<file path="src/rtl/tile_cfg_pkg.sv">
// Shared configuration constants for the fabric tile: CLB chain length and
// the position of each field in the CLB configuration word.
package tile_cfg_pkg;
  localparam int CLB_CFG_BITS = 17;
  localparam int LUT_INPUTS   = 4;
  localparam int CFG_LUT_LSB  = 0;
  localparam int CFG_LUT_MSB  = 15;
  localparam int CFG_OUTSEL   = 16;
endpackage

</file>
<file path="src/rtl/mux_2to1.sv">
// Generic 2:1 mux, shared by the CLB and other tile elements.
module mux_2to1 (
  input  logic       MUX_sel,
  input  logic [1:0] MUX_in,
  output logic       MUX_out
);
  assign MUX_out = MUX_in[MUX_sel];
endmodule

</file>
<file path="src/rtl/mux_8to1.sv">
// Generic 8:1 mux, shared by the CLB and other tile elements.
module mux_8to1 (
  input  logic [2:0] MUX_sel,
  input  logic [7:0] MUX_in,
  output logic       MUX_out
);
  assign MUX_out = MUX_in[MUX_sel];
endmodule

</file>
<file path="src/rtl/clb_logic_block.sv">
// Configurable logic block: serially programmed 4-input LUT with an optional
// output register. prog_out continues the tile configuration chain.
module clb_logic_block
  import tile_cfg_pkg::*;
(
  input  logic                  clb_clk,
  input  logic                  rst_n,
  input  logic                  prog_en,
  input  logic                  prog_in,
  input  logic [LUT_INPUTS-1:0] clb_input,
  output logic                  prog_out,
  output logic                  clb_output
);
  localparam int CFG_BITS = CLB_CFG_BITS;

  logic [CFG_BITS-1:0]            cfg;
  logic [CFG_LUT_MSB:CFG_LUT_LSB] lut_bits;
  logic                           ff;
  logic                           lut_lo;
  logic                           lut_hi;
  logic                           lut_out;

  // LSB exits first, so the first bit shifted in ends up in cfg[0]
  always_ff @(posedge clb_clk or negedge rst_n) begin
    if (!rst_n) begin
      cfg <= '0;
    end else if (prog_en) begin
      cfg <= {prog_in, cfg[CFG_BITS-1:1]};
    end
  end

  // The user register is frozen while the chain is being shifted
  always_ff @(posedge clb_clk or negedge rst_n) begin
    if (!rst_n) begin
      ff <= 1'b0;
    end else if (!prog_en) begin
      ff <= lut_out;
    end
  end

  assign lut_bits = cfg[CFG_LUT_MSB:CFG_LUT_LSB];
  assign prog_out = cfg[0];

  mux_8to1 u_mux_lo (
    .MUX_sel (clb_input[2:0]),
    .MUX_in  (lut_bits[7:0]),
    .MUX_out (lut_lo)
  );

  mux_8to1 u_mux_hi (
    .MUX_sel (clb_input[2:0]),
    .MUX_in  (lut_bits[15:8]),
    .MUX_out (lut_hi)
  );

  mux_2to1 u_mux_lut (
    .MUX_sel (clb_input[3]),
    .MUX_in  ({lut_hi, lut_lo}),
    .MUX_out (lut_out)
  );

  mux_2to1 u_mux_out (
    .MUX_sel (cfg[CFG_OUTSEL]),
    .MUX_in  ({ff, lut_out}),
    .MUX_out (clb_output)
  );
endmodule

</file>
<file path="config.mk">
export PLATFORM = sky130hd
export DESIGN_NAME = clb_logic_block
export DESIGN_NICKNAME = d
export VERILOG_FILES = /design/src/rtl/tile_cfg_pkg.sv /design/src/rtl/mux_2to1.sv /design/src/rtl/mux_8to1.sv /design/src/rtl/clb_logic_block.sv
export SDC_FILE = /design/constraint.sdc
export NUM_CORES = 1
export LEC_CHECK = 0
export ABC_AREA = 1
export ABC_CLOCK_PERIOD_IN_PS = 2400
export CORE_MARGIN = 4
export CORE_UTILIZATION = 57
export DETAILED_ROUTE_END_ITERATION = 10
export PLACE_DENSITY = 0.87
export SLEW_MARGIN = 0
export SYNTH_ARGS = -nofsm -noshare
export SYNTH_HDL_FRONTEND = slang
export SYNTH_SLANG_ARGS = --single-unit
export TNS_END_PERCENT = 20
</file>
<file path="constraint.sdc">
create_clock -name clb_clk -period 2.4 [get_ports clb_clk]
set_input_delay 0.24 -clock clb_clk [delete_from_list [all_inputs] [get_ports clb_clk]]
set_output_delay 0.24 -clock clb_clk [all_outputs]
set_load 0.01 [all_outputs]
</file>
==> run metrics, run 1 <==
status=finished clean; total grt overflow=0; DRC Markers=0; Synth cell types=13; H-tree levels=1; post-synthesis sequential area ratio=0.493; vias per inst=5.02; worst r2r src=cfg[8]$_DFFE_PN0P_; min Tclk post-route=2.08 ns; gr usage total=0.170; Synth Warn #=0; Worst-Skew Late Latency=0.30 ns; GPL Wtd Cong=about 0.77; Tcrit/Tclk final=0.866; final WL=1.57 mm; layout cells sized above 1=0.113; Wirelength per Cell=11.2 um; Mapped Cells=~120; die height=approximately 48 um; pwr dens=about 660 nW/um^2; initial antenna violation count=0; crit-path leading delay family=buffers and inverters; global-route wire length before repair=2.68 mm; largest area contributor in the netlist=dfrtp_1; maximum number of pins on one net before global-route repair=37; Detail Route Antenna Nets=0; CP max stage delay=0.52 ns; DP Area=1000 sq um; Reg2Reg Depth=8; RSZ-0062 raised after global routing=no; CP Launch Type=input port; number of synthesized register bits=18; WHS=0.394 ns; total CTS buffers=3; number of synthesized flops with an enable pin=0; FP Rows=14; Die ar.=~2300 sq um; area of the mapped netlist=913 sq um; Initial DRC Count=7; Yosys top cell area share=0.493; Horiz. Die Dim=48.0 um; pre-CTS WS=0.0569 ns; Ant. Diodes=0; Max IR drop VDD=0.383 mV; ranking of synthesized cells by area=dfrtp_1 (49%), nand2_1 (14%), o21ai_1 (9.3%); Final HPWL DP=about 1.1 mm; Clk Tree Root Cell=clkbuf_4; Max FO, Critical Path=5; Worst-path clk slew=0.10 ns; Async SR Flop Fraction=1.00; CTS tree=yes; Worst EP required=2.16 ns; max cap viols=0; post-CTS setup buffers=0; syn_nets=124; leakage power=approximately 0.52 nW; Final Hold Vio Count=0; Mean Syn Cell Area=7.87 sq um; most frequent cell after synthesis=nand2_1; Setup Viol. Count Final=0; clk buf depth=2; fin util=0.680; vias in the first global route=635; Crit-path slowest cell=clkdlybuf4s50_1; PnR worst setup slack=0.321 ns; Crit Reg-Reg Endpoint=ff$_DFFE_PN0N_; Worst EP arrival=1.84 ns; port bufs=9; Post-layout nets=134; clk_skew=roughly 0.0013 ns; core box area=1510 sq um; FMAX=481 MHz; TritonCTS Sinks=18; Hold Path Class=in2async; I/O Pins=10; Worst Setup Path Type=in2out; setup TNS=0 ns; initial core utilization=0.606; Post-synth top cells=nand2_1 (35), dfrtp_1 (18), inv_1 (18); CP bufs+invs=3; final instance area=roughly 1000 sq um; Synth Flop Type=dfrtp_1; critical path cell sequence=clkdlybuf4s50_1 -> inv_1 -> nand3_1 -> nand3_1 -> nand3_1 -> nand2_1 -> nand2_1 -> nand2_1 -> clkdlybuf4s50_1; Tightest Pin Transition=0.790 ns; detailed-router iteration count before antenna repair=4; R2R setup slack=1.30 ns; Critical Path Stages=9; Slew Limit Headroom=0.472; Vias=~700; CP endpoint kind=output port; Layout area overhead=12.2%; Max Transition Viols Final=0
-- registers in the layout, summed over array words and instances (netlist names) --
signal  count
cfg        17
ff          1
-- final cells by class --
type	instances	area, sq um
Multi-Input combinational cell	71	328
Sequential cell	18	450
Fill cell	133	482
Timing Repair Buffer	10	100
Inverter	22	104
Clock buffer	3	22.5
Tap cell	16	20.0
-- report_power, final --
group / leakage, nW / internal, W / switching, W
sequential: 0.233 / 0.000348 / 0.0000233
combinational: 0.277 / 0.0000702 / 0.0000887
clock: 0.0138 / 0.0000585 / 0.0000918
total: 0.524 / 0.000476 / 0.000204
-- placed cells by master, fill, tap and decap left out --
master | Yosys | layout
buf_4 | 0 | 1
bufinv_8 | 1 | 1
clkbuf_4 | 0 | 3
clkdlybuf4s50_1 | 0 | 8
dfrtp_1 | 18 | 18
dlymetal6s2s_1 | 0 | 1
inv_1 | 18 | 18
inv_2 | 2 | 2
inv_8 | 1 | 1
nand2_1 | 35 | 35
nand2_2 | 4 | 4
nand2_4 | 1 | 1
nand3_1 | 13 | 13
nand3_2 | 1 | 1
o21ai_1 | 17 | 17
-- worst max-delay path by stage --
stage,start,endpoint,slack (ns)
2_1_floorplan,cfg[8]$_DFFE_PN0P_,clb_output,1.24
3_3_place_gp,clb_input[0],clb_output,0.11
3_5_place_dp,clb_input[0],clb_output,0.06
4_1_cts,clb_input[0],clb_output,0.04
5_1_grt,clb_input[1],clb_output,0.16
6_report,clb_input[1],clb_output,0.32
-- stage by stage --
step | power (W) | cells
2_1_floorplan | 0.000487 | 116
4_1_cts | 0.000687 | 140
3_3_place_gp | 0.000532 | 137
3_5_place_dp | 0.000538 | 137
5_1_grt | 0.000732 | 140
6_report | 0.000680 | 140
-- worst reg2reg max path: stages (launching register included) --
cell      delay, ns
dfrtp_1        0.40
bufinv_8       0.18
nand2_2        0.03
nand3_1        0.07
nand3_1        0.08
nand3_1        0.07
nand2_1        0.07
nand2_1        0.06
nand2_1        0.04
-- per-layer routing --
layer	GRT usage	vias to the layer above	wire length (um)
met5	0	-	0
met4	0.0968	0	41
met3	0.0338	5	54
met2	0.264	10	748
met1	0.217	315	723
li1	-	373	-
-- kinds of logic (layout without fill, tap and decap cells) --
family,after synthesis,count (layout),share of synthesized area
AND/OR/NAND/NOR,54,54,0.266
buffers and inverters,27,35,0.148
flip-flops,18,18,0.493
AO/OA/AOI/OAI,17,17,0.0931
-- timing repair --
action | CTS | global route
setup endpoints to repair | 0 | 1
hold buffers | 0 | 0
endpoints found under the hold margin | 0 | 0
resized for setup | 0 | 1
Note: power is estimated with default switching activity, not from simulation.
==> run 2: changes to the inputs <==
- SLEW_MARGIN: 0 -> 10
==> results of run 2 <==
Final layout, timing and power as in run 1 (identical DEF).
